$ cat src/rtl/state_switch_n.sv
// One-hot sequence-state multiplexer: routes the selected channel's data, completion and
// time-base enable, with a break-before-make guard on switches and illegal-select detection.
module state_switch_n #(
  parameter int unsigned     N_CH      = 5,
  parameter int unsigned     DATA_W    = 22,
  parameter int unsigned     GUARD_CYC = 2,
  parameter logic [N_CH-1:0] OVER_MASK = 5'b01111,
  parameter int unsigned     IDX_W     = 3
) (
  input  logic                   clk_sys,
  input  logic                   rst_n,
  input  logic                   time_up_in,
  input  logic [N_CH-1:0]        start,
  input  logic [N_CH-1:0]        state_over_in,
  input  logic [N_CH*DATA_W-1:0] datain,
  input  logic                   err_clr,
  output logic [DATA_W-1:0]      dataout,
  output logic                   state_start,
  output logic                   state_over_n,
  output logic                   over_pulse,
  output logic [N_CH-1:0]        clk_en,
  output logic [IDX_W-1:0]       active_idx,
  output logic                   switch_busy,
  output logic                   sel_err
);

  localparam int unsigned CNT_W = 4;

  typedef enum logic [1:0] {
    ST_IDLE  = 2'd0,
    ST_GUARD = 2'd1,
    ST_RUN   = 2'd2
  } state_e;

  state_e             state_q, state_d;
  logic [IDX_W-1:0]   cur_ch_q, cur_ch_d;
  logic [CNT_W-1:0]   guard_cnt_q, guard_cnt_d;

  logic [DATA_W-1:0]  dataout_q, dataout_d;
  logic               state_start_q, state_start_d;
  logic               state_over_n_q, state_over_n_d;
  logic               over_pulse_q, over_pulse_d;
  logic [N_CH-1:0]    clk_en_q, clk_en_d;
  logic [IDX_W-1:0]   active_idx_q, active_idx_d;
  logic               switch_busy_q, switch_busy_d;
  logic               sel_err_q, sel_err_d;

  logic               start_zero;
  logic               start_onehot;
  logic               start_illegal;
  logic [IDX_W-1:0]   start_idx;

  logic [DATA_W-1:0]  sel_data;
  logic               sel_over_n;
  logic [N_CH-1:0]    sel_en;
  logic               run_d;

  // Classify the select vector and encode its one-hot position
  always_comb begin
    start_idx = '0;
    for (int unsigned i = 0; i < N_CH; i++) begin
      if (start[i]) start_idx = IDX_W'(i);
    end
    start_zero    = (start == '0);
    start_onehot  = $onehot(start);
    start_illegal = !start_zero && !start_onehot;
  end

  // Next-state logic; an illegal select overrides every state
  always_comb begin
    state_d     = state_q;
    cur_ch_d    = cur_ch_q;
    guard_cnt_d = guard_cnt_q;
    sel_err_d   = sel_err_q;

    if (err_clr) sel_err_d = 1'b0;

    if (start_illegal) begin
      state_d   = ST_IDLE;
      sel_err_d = 1'b1;
    end else begin
      case (state_q)
        ST_IDLE: begin
          if (start_onehot) begin
            state_d  = ST_RUN;
            cur_ch_d = start_idx;
          end
        end
        ST_RUN: begin
          if (start_zero) begin
            state_d = ST_IDLE;
          end else if (start_idx != cur_ch_q) begin
            cur_ch_d = start_idx;
            if (GUARD_CYC == 0) begin
              state_d = ST_RUN;
            end else begin
              state_d     = ST_GUARD;
              guard_cnt_d = CNT_W'(GUARD_CYC);
            end
          end
        end
        ST_GUARD: begin
          if (start_zero) begin
            state_d = ST_IDLE;
          end else if (start_idx != cur_ch_q) begin
            cur_ch_d    = start_idx;
            guard_cnt_d = CNT_W'(GUARD_CYC);
          end else if (guard_cnt_q <= CNT_W'(1)) begin
            state_d = ST_RUN;
          end else begin
            guard_cnt_d = guard_cnt_q - CNT_W'(1);
          end
        end
        default: state_d = ST_IDLE;
      endcase
    end
  end

  // View of the channel that will be running after this edge
  always_comb begin
    sel_data   = '0;
    sel_over_n = 1'b1;
    sel_en     = '0;
    for (int unsigned i = 0; i < N_CH; i++) begin
      if (cur_ch_d == IDX_W'(i)) begin
        sel_data   = datain[i*DATA_W +: DATA_W];
        sel_over_n = OVER_MASK[i] ? state_over_in[i] : 1'b1;
        sel_en[i]  = time_up_in;
      end
    end
  end

  // Output next values; everything parks at reset values outside RUN
  always_comb begin
    run_d          = (state_d == ST_RUN);
    dataout_d      = run_d ? sel_data : '0;
    state_start_d  = run_d;
    state_over_n_d = run_d ? sel_over_n : 1'b1;
    clk_en_d       = run_d ? sel_en : '0;
    active_idx_d   = run_d ? cur_ch_d : '0;
    switch_busy_d  = (state_d == ST_GUARD);
    // Pulse only on a fall within an uninterrupted run of one channel
    over_pulse_d   = (state_q == ST_RUN) && run_d && (cur_ch_d == cur_ch_q) &&
                     state_over_n_q && !state_over_n_d;
  end

  always_ff @(posedge clk_sys) begin
    if (!rst_n) begin
      state_q        <= ST_IDLE;
      cur_ch_q       <= '0;
      guard_cnt_q    <= '0;
      dataout_q      <= '0;
      state_start_q  <= 1'b0;
      state_over_n_q <= 1'b1;
      over_pulse_q   <= 1'b0;
      clk_en_q       <= '0;
      active_idx_q   <= '0;
      switch_busy_q  <= 1'b0;
      sel_err_q      <= 1'b0;
    end else begin
      state_q        <= state_d;
      cur_ch_q       <= cur_ch_d;
      guard_cnt_q    <= guard_cnt_d;
      dataout_q      <= dataout_d;
      state_start_q  <= state_start_d;
      state_over_n_q <= state_over_n_d;
      over_pulse_q   <= over_pulse_d;
      clk_en_q       <= clk_en_d;
      active_idx_q   <= active_idx_d;
      switch_busy_q  <= switch_busy_d;
      sel_err_q      <= sel_err_d;
    end
  end

  assign dataout      = dataout_q;
  assign state_start  = state_start_q;
  assign state_over_n = state_over_n_q;
  assign over_pulse   = over_pulse_q;
  assign clk_en       = clk_en_q;
  assign active_idx   = active_idx_q;
  assign switch_busy  = switch_busy_q;
  assign sel_err      = sel_err_q;

endmodule

$ cat config.mk
export PLATFORM = sky130hd
export DESIGN_NAME = state_switch_n
export DESIGN_NICKNAME = d
export VERILOG_FILES = /design/src/rtl/state_switch_n.sv
export SDC_FILE = /design/constraint.sdc
export NUM_CORES = 1
export LEC_CHECK = 0
export BUFFER_PORTS_ARGS = -buffer_cell sky130_fd_sc_hd__buf_2
export CORE_MARGIN = 4
export CORE_UTILIZATION = 45
export CTS_BUF_LIST = sky130_fd_sc_hd__clkbuf_16
export CTS_CLUSTER_DIAMETER = 200
export CTS_CLUSTER_SIZE = 10
export DETAILED_ROUTE_END_ITERATION = 10
export HOLD_SLACK_MARGIN = 0.06
export PLACE_DENSITY = 0.81
export REMOVE_ABC_BUFFERS = 1
export SYNTH_ARGS = -nofsm -noshare
export SYNTH_HDL_FRONTEND = slang
export SYNTH_SLANG_ARGS = --single-unit
$ cat constraint.sdc
create_clock -name clk_sys -period 4.2 [get_ports clk_sys]
set_input_delay 0 -clock clk_sys [delete_from_list [all_inputs] [get_ports clk_sys]]
set_output_delay 0 -clock clk_sys [all_outputs]
set_load 0.02 [all_outputs]
# Word level (Yosys, flattened, before mapping)
# Index checks and enable logic that the tools add are counted.
[word_totals]
reg_bits = 44
input_bits = 124
out_inout_bits = 35
[classes]
addsub = 5
magnitude_cmp = 1
n_eq_ne = 15
muxes = 36
bitwise_logic = 1
n_reduce_logical = 21
[op_table]
columns = ["op", "n"]
rows = [
  ["$mux W22", 5],
  ["$mux W3", 7],
  ["$mux W4", 5],
  ["$reduce_and A3 Y1", 5],
  ["$mux W2", 7],
  ["$mux W1", 9],
  ["$pmux W4 S2", 1],
  ["$eq A3 B1 Y1 const B", 2],
  ["$eq A3 B2 Y1 const B", 2],
  ["$ne A2 B2 Y1 const B", 3],
  ["$pmux W2 S3", 1],
  ["$pmux W3 S2", 1],
  ["$reduce_and A6 Y1", 1],
  ["$logic_and A1 B1 Y1", 5],
  ["$logic_not A5 Y1", 1],
  ["$add A1 B1 Y2", 2],
  ["$eq A2 B1 Y1 const B", 2],
  ["$eq A2 B2 Y1 const B", 2],
  ["$le A4 B1 Y1 const B", 1],
  ["$reduce_bool A2 Y1", 2],
  ["$sub A4 B1 Y4 const B", 1],
  ["$add A2 B2 Y3", 1],
  ["$add A3 B1 Y3", 1],
  ["$eq A3 B3 Y1", 1],
  ["9 further kinds", 11],
]

# Depth between registers and ports, before layout
# Gate-level depths: netlist of run 1.
[depth]
ltp_word = 18
mapped_depth = 15
ltp_nobuf = 12

# Least setup slack after synthesis of run 1
# No wires, ideal clock.
[synth_path]
path_kind = "input port to flip-flop"
startpoint = "input port start[3]"
endpoint = "register dataout_q[8], in the netlist dataout[8]"
setup_ns = 0.137
t_arrival_ns = 3.279
slack_ns = 0.785
path_stages = 15
path_buffers = 3
path_cell_list = "inv_1 fa_1 fa_1 inv_1 ha_1 or3_1 buf_2 a2111oi_4 a2111oi_2 or3_1 buf_2 buf_6 and3_1 o31ai_2 a21oi_1"
[synth_via]
elab_chain_cells = 13
[synth_lines]
columns = ["element", "line", "source"]
rows = [
  ["from (decl)", "13", "input logic [N_CH-1:0] start,"],
  ["$add A1 B1 Y2 (not written as such) / $mux W3 (equally long branches)", "65, 62", ""],
  ["$add A2 B2 Y3 (not written as such) / $mux W3 (equally long branches)", "65, 62", ""],
  ["$add A3 B1 Y3 (not written as such) / $ne A3 B3 Y1 (equally long branches)", "65, 92, 105", ""],
  ["$eq A3 B1 Y1 / $mux W3 (equally long branches)", "65, 92, 105", ""],
  ["$mux W3 (tied with other cells)", "84", "if (start_onehot) begin"],
  ["$pmux W3 S2 / $logic_and A1 B1 Y1 (equally long branches)", "82, 66", ""],
  ["$mux W3", "78", "if (start_illegal) begin"],
  ["$logic_not A3 Y1", "125", "if (cur_ch_d == IDX_W'(i)) begin"],
  ["$mux W22 (5 in series)", "125", ""],
  ["to (signal assigned)", "164", "dataout_q <= dataout_d;"],
  ["to (decl)", "39", "logic [DATA_W-1:0] dataout_q, dataout_d;"],
]
# Parallel ways exist; a longest one is shown, timed or not.
# A chain may end at the register's enable or synchronous reset.

# Worst setup path after layout of run 1
[layout_path]
startpoint = "input port start[3]"
endpoint = "register dataout_q[0], in the netlist dataout[0]"
# The elaborated chain is that of the path after synthesis.

==> flow_metrics.py, run 1 <==
metrics = {
    "route": {
        "drtPass1Iterations": 5,
        "via_count": 3400,
        "route.detailed.drc": 0,
        "detail_route.wirelength_um": 9746,
        "wl_per_cell_um": 16.30,
        "drt-initial-drc-count": 196,
        "antenna_left": 0,
        "vias_per_cell": 5.686,
    },
    "worst_setup_path": {
        "slowest_delay_ps": 580,
        "crit_slowest_cell": "or4_4",
        "arrival_ps": 3840,
        "startpoint_type": "primary input",
        "crit_chain": "buf_2, inv_1, fa_1, fa_1, inv_1, ha_1, or4_4, a2bb2oi_1, o21ai_1, nor2_1, nor2_1, a22oi_1, a211oi_1",
        "required_ps": 4390,
        "critical_path_class": "in -> reg",
        "end_kind": "register",
        "worstPathMaxFanout": 9,
    },
    "synth": {
        "synth_area_um2": 2905,
        "yosysWarnings": 0,
        "postSynthAreaPerCell_um2": 8.230,
        "synth_cell_types": 63,
        "ys_ff_latch": 44,
        "async_flop_share": 0,
        "synth_edf_count": 0,
        "synth_ff_type": "dfxtp_1",
        "seq_area_frac_synth": 0.3032,
        "synth_cells": 353,
    },
    "floorplanning": {
        "start_util": 0.4602,
        "row_count": 29,
        "coreArea_um2": 6314,
        "io_pins": 159,
        "die_h_um": 88.35,
        "die_area_um2": 7806,
        "fp.dieW_um": 88.35,
    },
    "timing": {
        "rsz0062_at_grt": "no",
        "fin_crit_ps": 3643,
        "drv_slew": 0,
        "period_share": 0.8674,
        "setup_viol": 0,
        "fmax_mhz": 274.5,
        "hold_violations": 0,
        "max_slew.worst_pin.slew_ps": 655.0,
        "skew_ps": 4.207,
        "final.setup.tns_ps": 0,
        "slew_headroom": 0.5596,
    },
    "job": {
        "drv_cap": 0,
    },
    "global_route": {
        "grt_first_pass_wirelength_um": 14970,
        "grtUsageTotal": 0.2387,
        "grt_pass1_vias": 3261,
        "grt_max_degree": 28,
        "antenna_found_initial": 0,
        "gr-total-overflow": 0,
    },
    "cells_and_area": {
        "diodes": 0,
        "final_util": 0.6421,
        "nNetsFinal": 654,
        "final_common_cell": "buf_2",
        "fillerInstances": 560,
        "most-common-layout-cells": "buf_2, dfxtp_1, a21oi_1",
        "multi_input_area_um2": 1849,
        "syn_to_final_growth_pct": 39.53,
        "seqCellArea_um2": 880.8,
        "drive_above_1_share": 0.3916,
        "final_cells": 598,
    },
    "clock_network": {
        "clkTransAtPathRegs_ps": 60,
        "cts_sinks": 44,
        "cts_max_level": 2,
        "cts_setup_buffers": 0,
        "cts_buffers": 5,
        "clock_path_buffers": 2,
        "cts_tree": "done",
        "cts.root.buffer_cell": "clkbuf_16",
        "insertion_delay_ps": 280,
    },
    "power_and_ir_drop": {
        "power_w": 0.001391,
        "p_leak_nw": 1.873,
        "ir_worst_vdd_uv": 257.1,
        "powerDensity_nw_per_um2": 343.1,
    },
    "run_status": {
        "outcome": "finished, final reports clean",
    },
    "placement": {
        "globalplace.congestion": 0.8947,
        "port_buffers": 157,
        "dp_cells": 572,
        "dpl.hpwl_um": 7224,
    },
    "min_path": {
        "hold_path.class": "in -> reg",
    },
}
report_power, final:
| part | total [W] | internal (W) | switching [W] |
|---|---|---|---|
| Clock | 0.000381 | 0.000217 | 0.000164 |
| Combinational | 0.000570 | 0.000230 | 0.000340 |
| Sequential | 0.000440 | 0.000431 | 0.00000894 |
| Total | 0.00139 | 0.000878 | 0.000513 |
synthesized netlist by cell type (3+ instances only):
library cell	count	share of area
dfxtp_1	44	0.30
a21oi_1	40	0.069
nand2_1	37	0.048
nand3_1	20	0.034
a22oi_1	19	0.049
nor2_1	17	0.022
inv_1	16	0.021
buf_2	11	0.019
o21ai_0	11	0.019
and3_1	9	0.019
mux2_2	9	0.035
nor3_1	9	0.016
o21ai_1	9	0.016
o221a_1	9	0.035
ha_1	8	0.034
clkbuf_1	7	0.0090
a211oi_2	6	0.026
a211oi_1	4	0.010
mux2i_1	4	0.014
or3_1	4	0.0086
a21o_1	3	0.0078
nand2b_1	3	0.0065
nor4_1	3	0.0065
o31ai_1	3	0.0078
final timing paths:
| path | from | endpoint | slack, ps | cells past startpoint |
|---|---|---|---|---|
| worst max register to register | state_q[0] | dataout[0] | 1200 | 8 |
| worst max-delay path | start[3] | dataout[0] | 560 | 13 |
| worst min-delay path | datain[88] | dataout[0] | 70 | 3 |
| worst min register to register | sel_err | sel_err | 490 | 2 |
worst max-delay path: cells and delay by family:
family	cells	cell delay [ps]
adders and majority gates	3	1070
buffers and inverters	3	370
and+or+nand+nor	3	1380
AOI/OAI and AO/OA	4	1010
registers in the layout (all words and copies together), names as in the netlist:
signal        flops
dataout          22
sel_err           1
cur_ch_q          3
guard_cnt_q       4
switch_busy       1
clk_en            5
state_start       1
active_idx        3
over_pulse        1
state_q           2
state_over_n      1
layout make-up:
cell class                 instances  area share
clock inverter                     3    0.004012
clock buffer                       5     0.03086
inverter                          16     0.01481
tap                               77     0.02377
sequential                        44      0.2173
timing repair buffer             183      0.2531
multi-input combinational        270      0.4562
timing repair:
item	in CTS	in global routing
endpoints found under the hold margin	25	0
resized for setup	0	0
hold buffers	18	0
metal layers:
| metal | up-vias | GRT usage | wire length [um] |
|---|---|---|---|
| li1 | 1648 | - | - |
| met1 | 1579 | 0.2899 | 3858 |
| met2 | 158 | 0.4235 | 4897 |
| met3 | 15 | 0.04469 | 803 |
| met4 | 0 | 0.07830 | 185 |
| met5 | - | 0 | 0 |
kinds of logic (layout without fill, tap and decap cells):
group	count (synthesis)	count (layout)	share of synthesized area
flip-flops	44	44	0.3032
XOR/XNOR	2	2	0.006030
AND/OR/NAND/NOR	121	121	0.2239
multiplexers	13	13	0.04867
adder cells (fa/ha/maj)	10	10	0.04824
AO/OA/AOI/OAI	124	124	0.3096
buffers and inverters	39	207	0.06029
stage by stage:
stage	hold WS, ps	worst slack, ps	cell area, um^2
4_1_cts	71.86	513.1	4054
6_report	69.64	556.9	4054
3_5_place_dp	260.2	209.2	3732
3_3_place_gp	251.2	387.5	3732
2_1_floorplan	137.0	389.4	2790
5_1_grt	70.28	316.6	4054
No activity file was read; power rests on OpenSTA's default activity.
==> run 2: changes to the inputs <==
Settings changed: CORE_UTILIZATION 45 to 41, PLACE_DENSITY 0.81 to 0.78.
Clock period 4.2 ns to 3.1 ns, I/O delays scaled along.
==> run 2 against run 1 <==
  * Via count rose by 6.0%
  * Routed wire length rose by 12%
  * Global-route usage fell by 0.41 points
  * Worst hold slack improved by 1.5 ps
  * Sequential power rose by 36%
  * Die area rose by 8.9%
  * Final cell count rose by 10%
  * Register-to-register slack got worse by 830 ps
  * First-iteration DRC count fell by 3.6%
  * Highest routed layer unchanged
==> flow_metrics.py, run 2 (synthesized netlist as in run 1, its figures left out) <==
metrics = {
    "timing": {
        "hold_violations": 0,
        "setup_ws_ps": 48.21,
        "period_share": 0.9844,
        "rsz0062_at_grt": "yes",
        "max_slew.worst_pin.slew_ps": 707.1,
        "slew_headroom": 0.5246,
        "setup_viol": 0,
        "drv_slew": 0,
        "skew_ps": 3.826,
        "fin_crit_ps": 3052,
        "fmax_mhz": 327.7,
        "final.setup.tns_ps": 0,
    },
    "job": {
        "drv_cap": 0,
    },
    "worst_setup_path": {
        "worstPathMaxFanout": 11,
        "reg2reg_from": "state_q[1]",
        "startpoint_type": "primary input",
        "required_ps": 3260,
        "crit_start": "start[3]",
        "arrival_ps": 3210,
        "end_kind": "register",
        "critical_path_class": "in -> reg",
    },
    "clock_network": {
        "clock_path_buffers": 2,
        "cts_max_level": 2,
        "cts_tree": "done",
        "clkTransAtPathRegs_ps": 60,
        "cts_buffers": 5,
        "insertion_delay_ps": 280,
        "cts.root.buffer_cell": "clkbuf_16",
        "cts_sinks": 44,
    },
    "route": {
        "detail_route.wirelength_um": 10890,
        "vias_per_cell": 5.479,
        "drtPass1Iterations": 6,
        "via_count": 3605,
        "wl_per_cell_um": 16.55,
        "drt-initial-drc-count": 189,
        "antenna_left": 0,
        "route.detailed.drc": 0,
    },
    "cells_and_area": {
        "drive_above_1_share": 0.4786,
        "diodes": 0,
        "final_common_cell": "buf_2",
        "seqCellArea_um2": 880.8,
        "multi_input_area_um2": 2022,
        "syn_to_final_growth_pct": 59.95,
        "nNetsFinal": 696,
        "fillerInstances": 589,
        "largest_reg_flops": 22,
        "most-common-layout-cells": "buf_2, dfxtp_1, a21oi_1",
    },
    "placement": {
        "port_buffers": 157,
        "dpl.hpwl_um": 7799,
        "pre_cts_ws_ps": -353.1,
        "globalplace.congestion": 0.8981,
    },
    "run_status": {
        "outcome": "finished, final reports clean",
    },
    "global_route": {
        "grt_first_pass_wirelength_um": 16300,
        "grt_max_degree": 21,
        "grt_pass1_vias": 3594,
        "antenna_found_initial": 0,
        "gr-total-overflow": 0,
        "grtUsageTotal": 0.2346,
    },
    "power_and_ir_drop": {
        "p_leak_nw": 2.124,
        "ir_worst_vdd_uv": 268.9,
        "powerDensity_nw_per_um2": 472.7,
    },
    "floorplanning": {
        "die_area_um2": 8497,
        "fp.dieW_um": 92.18,
        "row_count": 30,
        "die_h_um": 92.18,
        "coreArea_um2": 6832,
        "io_pins": 159,
        "start_util": 0.4253,
    },
    "min_path": {
        "worstHoldStart": "datain[102]",
        "hold_path.class": "in -> reg",
    },
}
[run 2: cell types whose count changed in the layout (fill, tap and decap cells not counted), sizes merged]
cell	before	now
dlygate4sd3	18	19
nand2	39	41
clkinvlp	0	1
buf	165	204
inv	18	16
[run 2: timing repair]
| action | in CTS | in global routing |
|---|---|---|
| cloned | 1 | 2 |
| hold buffers | 19 | 0 |
| endpoints found under the hold margin | 23 | 0 |
| endpoints found under the setup margin | 16 | 29 |
| gates resized for setup | 11 | 31 |
| buffers inserted | 3 | 4 |
| pin swaps | 4 | 17 |
[run 2: critical path, stage by stage]
cell and delay, ps:
buf_6 70, inv_2 40, fa_1 500, fa_2 390
inv_2 70, ha_4 200, or3_4 410, a2111oi_4 370
a2111oi_4 110, or3_4 380, buf_6 150, and3_1 180
o31ai_2 250, a21oi_1 100
[run 2: layer usage]
metal | track usage | part of all wire | routed length (um) | up-vias
li1 | - | - | - | 1733
met3 | 0.05168 | 0.076 | 830 | 27
met2 | 0.4221 | 0.51 | 5531 | 188
met1 | 0.2721 | 0.40 | 4326 | 1657
met4 | 0.08168 | 0.019 | 202 | 0
met5 | 0 | 0 | 0 | -
[run 2: stage by stage]
stage / cells / utilization / hold slack [ps] / power (W) / cell area, um^2
after floorplan: 330 / - / 137.0 / 0.001111 / 2790
after global placement: 622 / 0.5875 / 234.3 / 0.001457 / 4014
after detailed placement: 622 / 0.5875 / 257.2 / 0.001472 / 4014
after CTS: 652 / 0.6496 / 70.90 / 0.002058 / 4438
after global routing: 658 / 0.6802 / 75.73 / 0.002322 / 4647
final: 658 / 0.6802 / 71.18 / 0.002197 / 4647
[run 2: report_power, final]
part           internal, W  switching, W  total [W]
Sequential        0.000584     0.0000154   0.000599
Combinational     0.000524      0.000566    0.00109
Clock             0.000292      0.000216   0.000508
[run 2: path summary, 6_finish.rpt]
| kind | slack [ps] | end | cells past startpoint |
|---|---|---|---|
| setup / recovery | 50 | dataout[1] | 14 |
| hold / removal | 70 | dataout[14] | 3 |
| setup reg to reg | 370 | dataout[1] | 10 |
| hold reg to reg | 480 | sel_err | 2 |
[run 2: area by class of cell]
type                    count  share of cell area
clock buffers               5             0.02693
clock inverters             2            0.002693
inverters                  16             0.01292
multi-input cells         272              0.4351
flip-flops and latches     44              0.1896
well taps                  96             0.02585
repair buffers            223              0.3069
==> run 3: changes to the inputs <==
Settings changed: CORE_ASPECT_RATIO set to 1.25.
==> run 3 against run 2 <==
  * Worst setup slack lost 84 ps
  * Critical path type unchanged
  * Maximum frequency shrank 2.7%
  * Count of clock-buffer cells in the layout stayed put
  * Routed wire length grew 3.8%
  * Via count increased by 4.3%
  * The run now ends with negative setup slack left
  * Die area about the same
  * Core utilization up 0.62 points
  * Critical path depth is 1 higher
  * Final cell count up 0.76%
  * Largest power group unchanged
  * Sequential share of layout area fell by 0.45 points
==> flow_metrics.py, run 3 (synthesized netlist as in run 1, its figures left out) <==
metrics = {
    "run_status": {
        "outcome": "complete, but fails checks",
        "violations": "negative setup slack",
    },
    "floorplanning": {
        "io_pins": 159,
        "coreArea_um2": 6934,
        "start_util": 0.4190,
        "die_area_um2": 8505,
        "row_count": 34,
        "die_h_um": 102.1,
        "fp.dieW_um": 83.29,
    },
    "min_path": {
        "hold_path.class": "in -> reg",
    },
    "route": {
        "wl_per_cell_um": 17.04,
        "vias_per_cell": 5.671,
        "antenna_left": 0,
        "detail_route.wirelength_um": 11300,
        "drt-initial-drc-count": 323,
        "route.detailed.drc": 0,
        "via_count": 3760,
        "drtPass1Iterations": 5,
    },
    "placement": {
        "dpl.hpwl_um": 8112,
        "pre_cts_ws_ps": -424.2,
        "port_buffers": 157,
        "placed_cell_area_um2": 4071,
        "dp_cells": 623,
        "globalplace.congestion": 0.8889,
    },
    "power_and_ir_drop": {
        "p_leak_nw": 2.188,
        "powerDensity_nw_per_um2": 483.8,
        "power_w": 0.002303,
        "ir_worst_vdd_uv": 266.4,
    },
    "timing": {
        "hold_violations": 0,
        "drv_slew": 0,
        "fin_crit_ps": 3136,
        "max_slew.worst_pin.slew_ps": 713.7,
        "fmax_mhz": 318.9,
        "period_share": 1.012,
        "skew_ps": 3.455,
        "setup_ws_ps": -35.89,
        "setup_viol": 1,
        "slew_headroom": 0.5213,
    },
    "cells_and_area": {
        "multi_input_area_um2": 1992,
        "most-common-layout-cells": "buf_2, dfxtp_1, buf_4",
        "final_cells": 663,
        "drive_above_1_share": 0.4869,
        "design_area_um2": 4760,
        "seqCellArea_um2": 880.8,
        "syn_to_final_growth_pct": 63.82,
        "final_common_cell": "buf_2",
        "largest_reg_flops": 22,
        "diodes": 0,
        "nNetsFinal": 706,
        "fillerInstances": 534,
    },
    "worst_setup_path": {
        "end_kind": "register",
        "slowest_delay_ps": 510,
        "crit_chain": "buf_2, inv_2, fa_1, fa_2, inv_2, ha_4, or4_4, buf_4, or3_4, and3_4, nor3_4, buf_12, clkbuf_16, a22oi_1, a211oi_1",
        "worstPathMaxFanout": 4,
        "startpoint_type": "primary input",
        "required_ps": 3280,
        "critical_path_class": "in -> reg",
        "crit_top_cell": "inv_2",
        "crit_slowest_cell": "or4_4",
        "arrival_ps": 3310,
    },
    "clock_network": {
        "insertion_delay_ps": 280,
        "cts_tree": "done",
        "cts.root.buffer_cell": "clkbuf_16",
        "clock_path_buffers": 2,
        "cts_buffers": 5,
        "cts_sinks": 44,
        "clkTransAtPathRegs_ps": 60,
        "cts_max_level": 2,
    },
    "global_route": {
        "grt_max_degree": 21,
        "grtUsageTotal": 0.2384,
        "grt_first_pass_wirelength_um": 16700,
        "grt_pass1_vias": 3619,
        "gr-total-overflow": 0,
        "antenna_found_initial": 0,
    },
    "job": {
        "drv_cap": 0,
    },
}
==> run 3: cell count changes in the layout (fill, tap and decap cells not counted), sizes merged <==
cell / before / now
nand2: 41 / 39
buf: 204 / 214
clkinvlp: 1 / 0
clkbuf: 5 / 7
inv: 16 / 18
==> run 3: per-stage QoR <==
step	hold WS [ps]	setup TNS, ps	utilization
after CTS	69.50	0	0.6483
final	70.05	-35.89	0.6864
after floorplan	137.0	-15280	-
after detailed placement	252.9	-9613	0.5872
after global placement	252.5	-8219	0.5872
after global routing	80.41	-156.3	0.6864
==> run 3: what timing repair did <==
action | CTS | global route
pin swaps | 6 | 14
cloned | 1 | 3
hold buffers | 19 | 0
setup endpoints to repair | 24 | 26
gates resized for setup | 11 | 35
buffers inserted | 2 | 9
endpoints found under the hold margin | 24 | 0
==> run 3: layer usage <==
layer / global-route usage / share of wire / vias to the layer above
met2: 0.4117 / 0.51 / 225
met4: 0.1069 / 0.028 / 0
met1: 0.2942 / 0.38 / 1740
met5: 0 / 0 / -
met3: 0.03871 / 0.078 / 36
li1: - / - / 1759
==> run 3: area by class of cell <==
| type | instances | share of cell area |
|---|---|---|
| Clock buffer | 5 | 0.02629 |
| Clock inverter | 3 | 0.003417 |
| Inverter | 16 | 0.01262 |
| Multi-Input combinational cell | 270 | 0.4185 |
| Sequential cell | 44 | 0.1851 |
| Tap cell | 90 | 0.02366 |
| Timing Repair Buffer | 235 | 0.3304 |
==> run 3: final timing paths <==
kind	startpoint	end	slack, ps	depth (start not counted)
setup / recovery	start[3]	dataout[0]	-40	15
hold / removal	datain[100]	dataout[12]	70	3
setup reg to reg	state_q[0]	dataout[0]	270	10
hold reg to reg	sel_err	sel_err	490	2
==> run 3: worst max-delay path, delay by kind of cell <==
kind	cells	cell delay, ps
AO/OA/AOI/OAI	2	410
AND/OR/NAND/NOR	4	1260
adder cells (fa/ha/maj)	3	990
buffers and inverters	6	640
==> run 3: power by group <==
group | switching, W | internal (W)
clock | 0.000225 | 0.000295
combinational | 0.000580 | 0.000604
sequential | 0.0000146 | 0.000584
total | 0.000820 | 0.00148
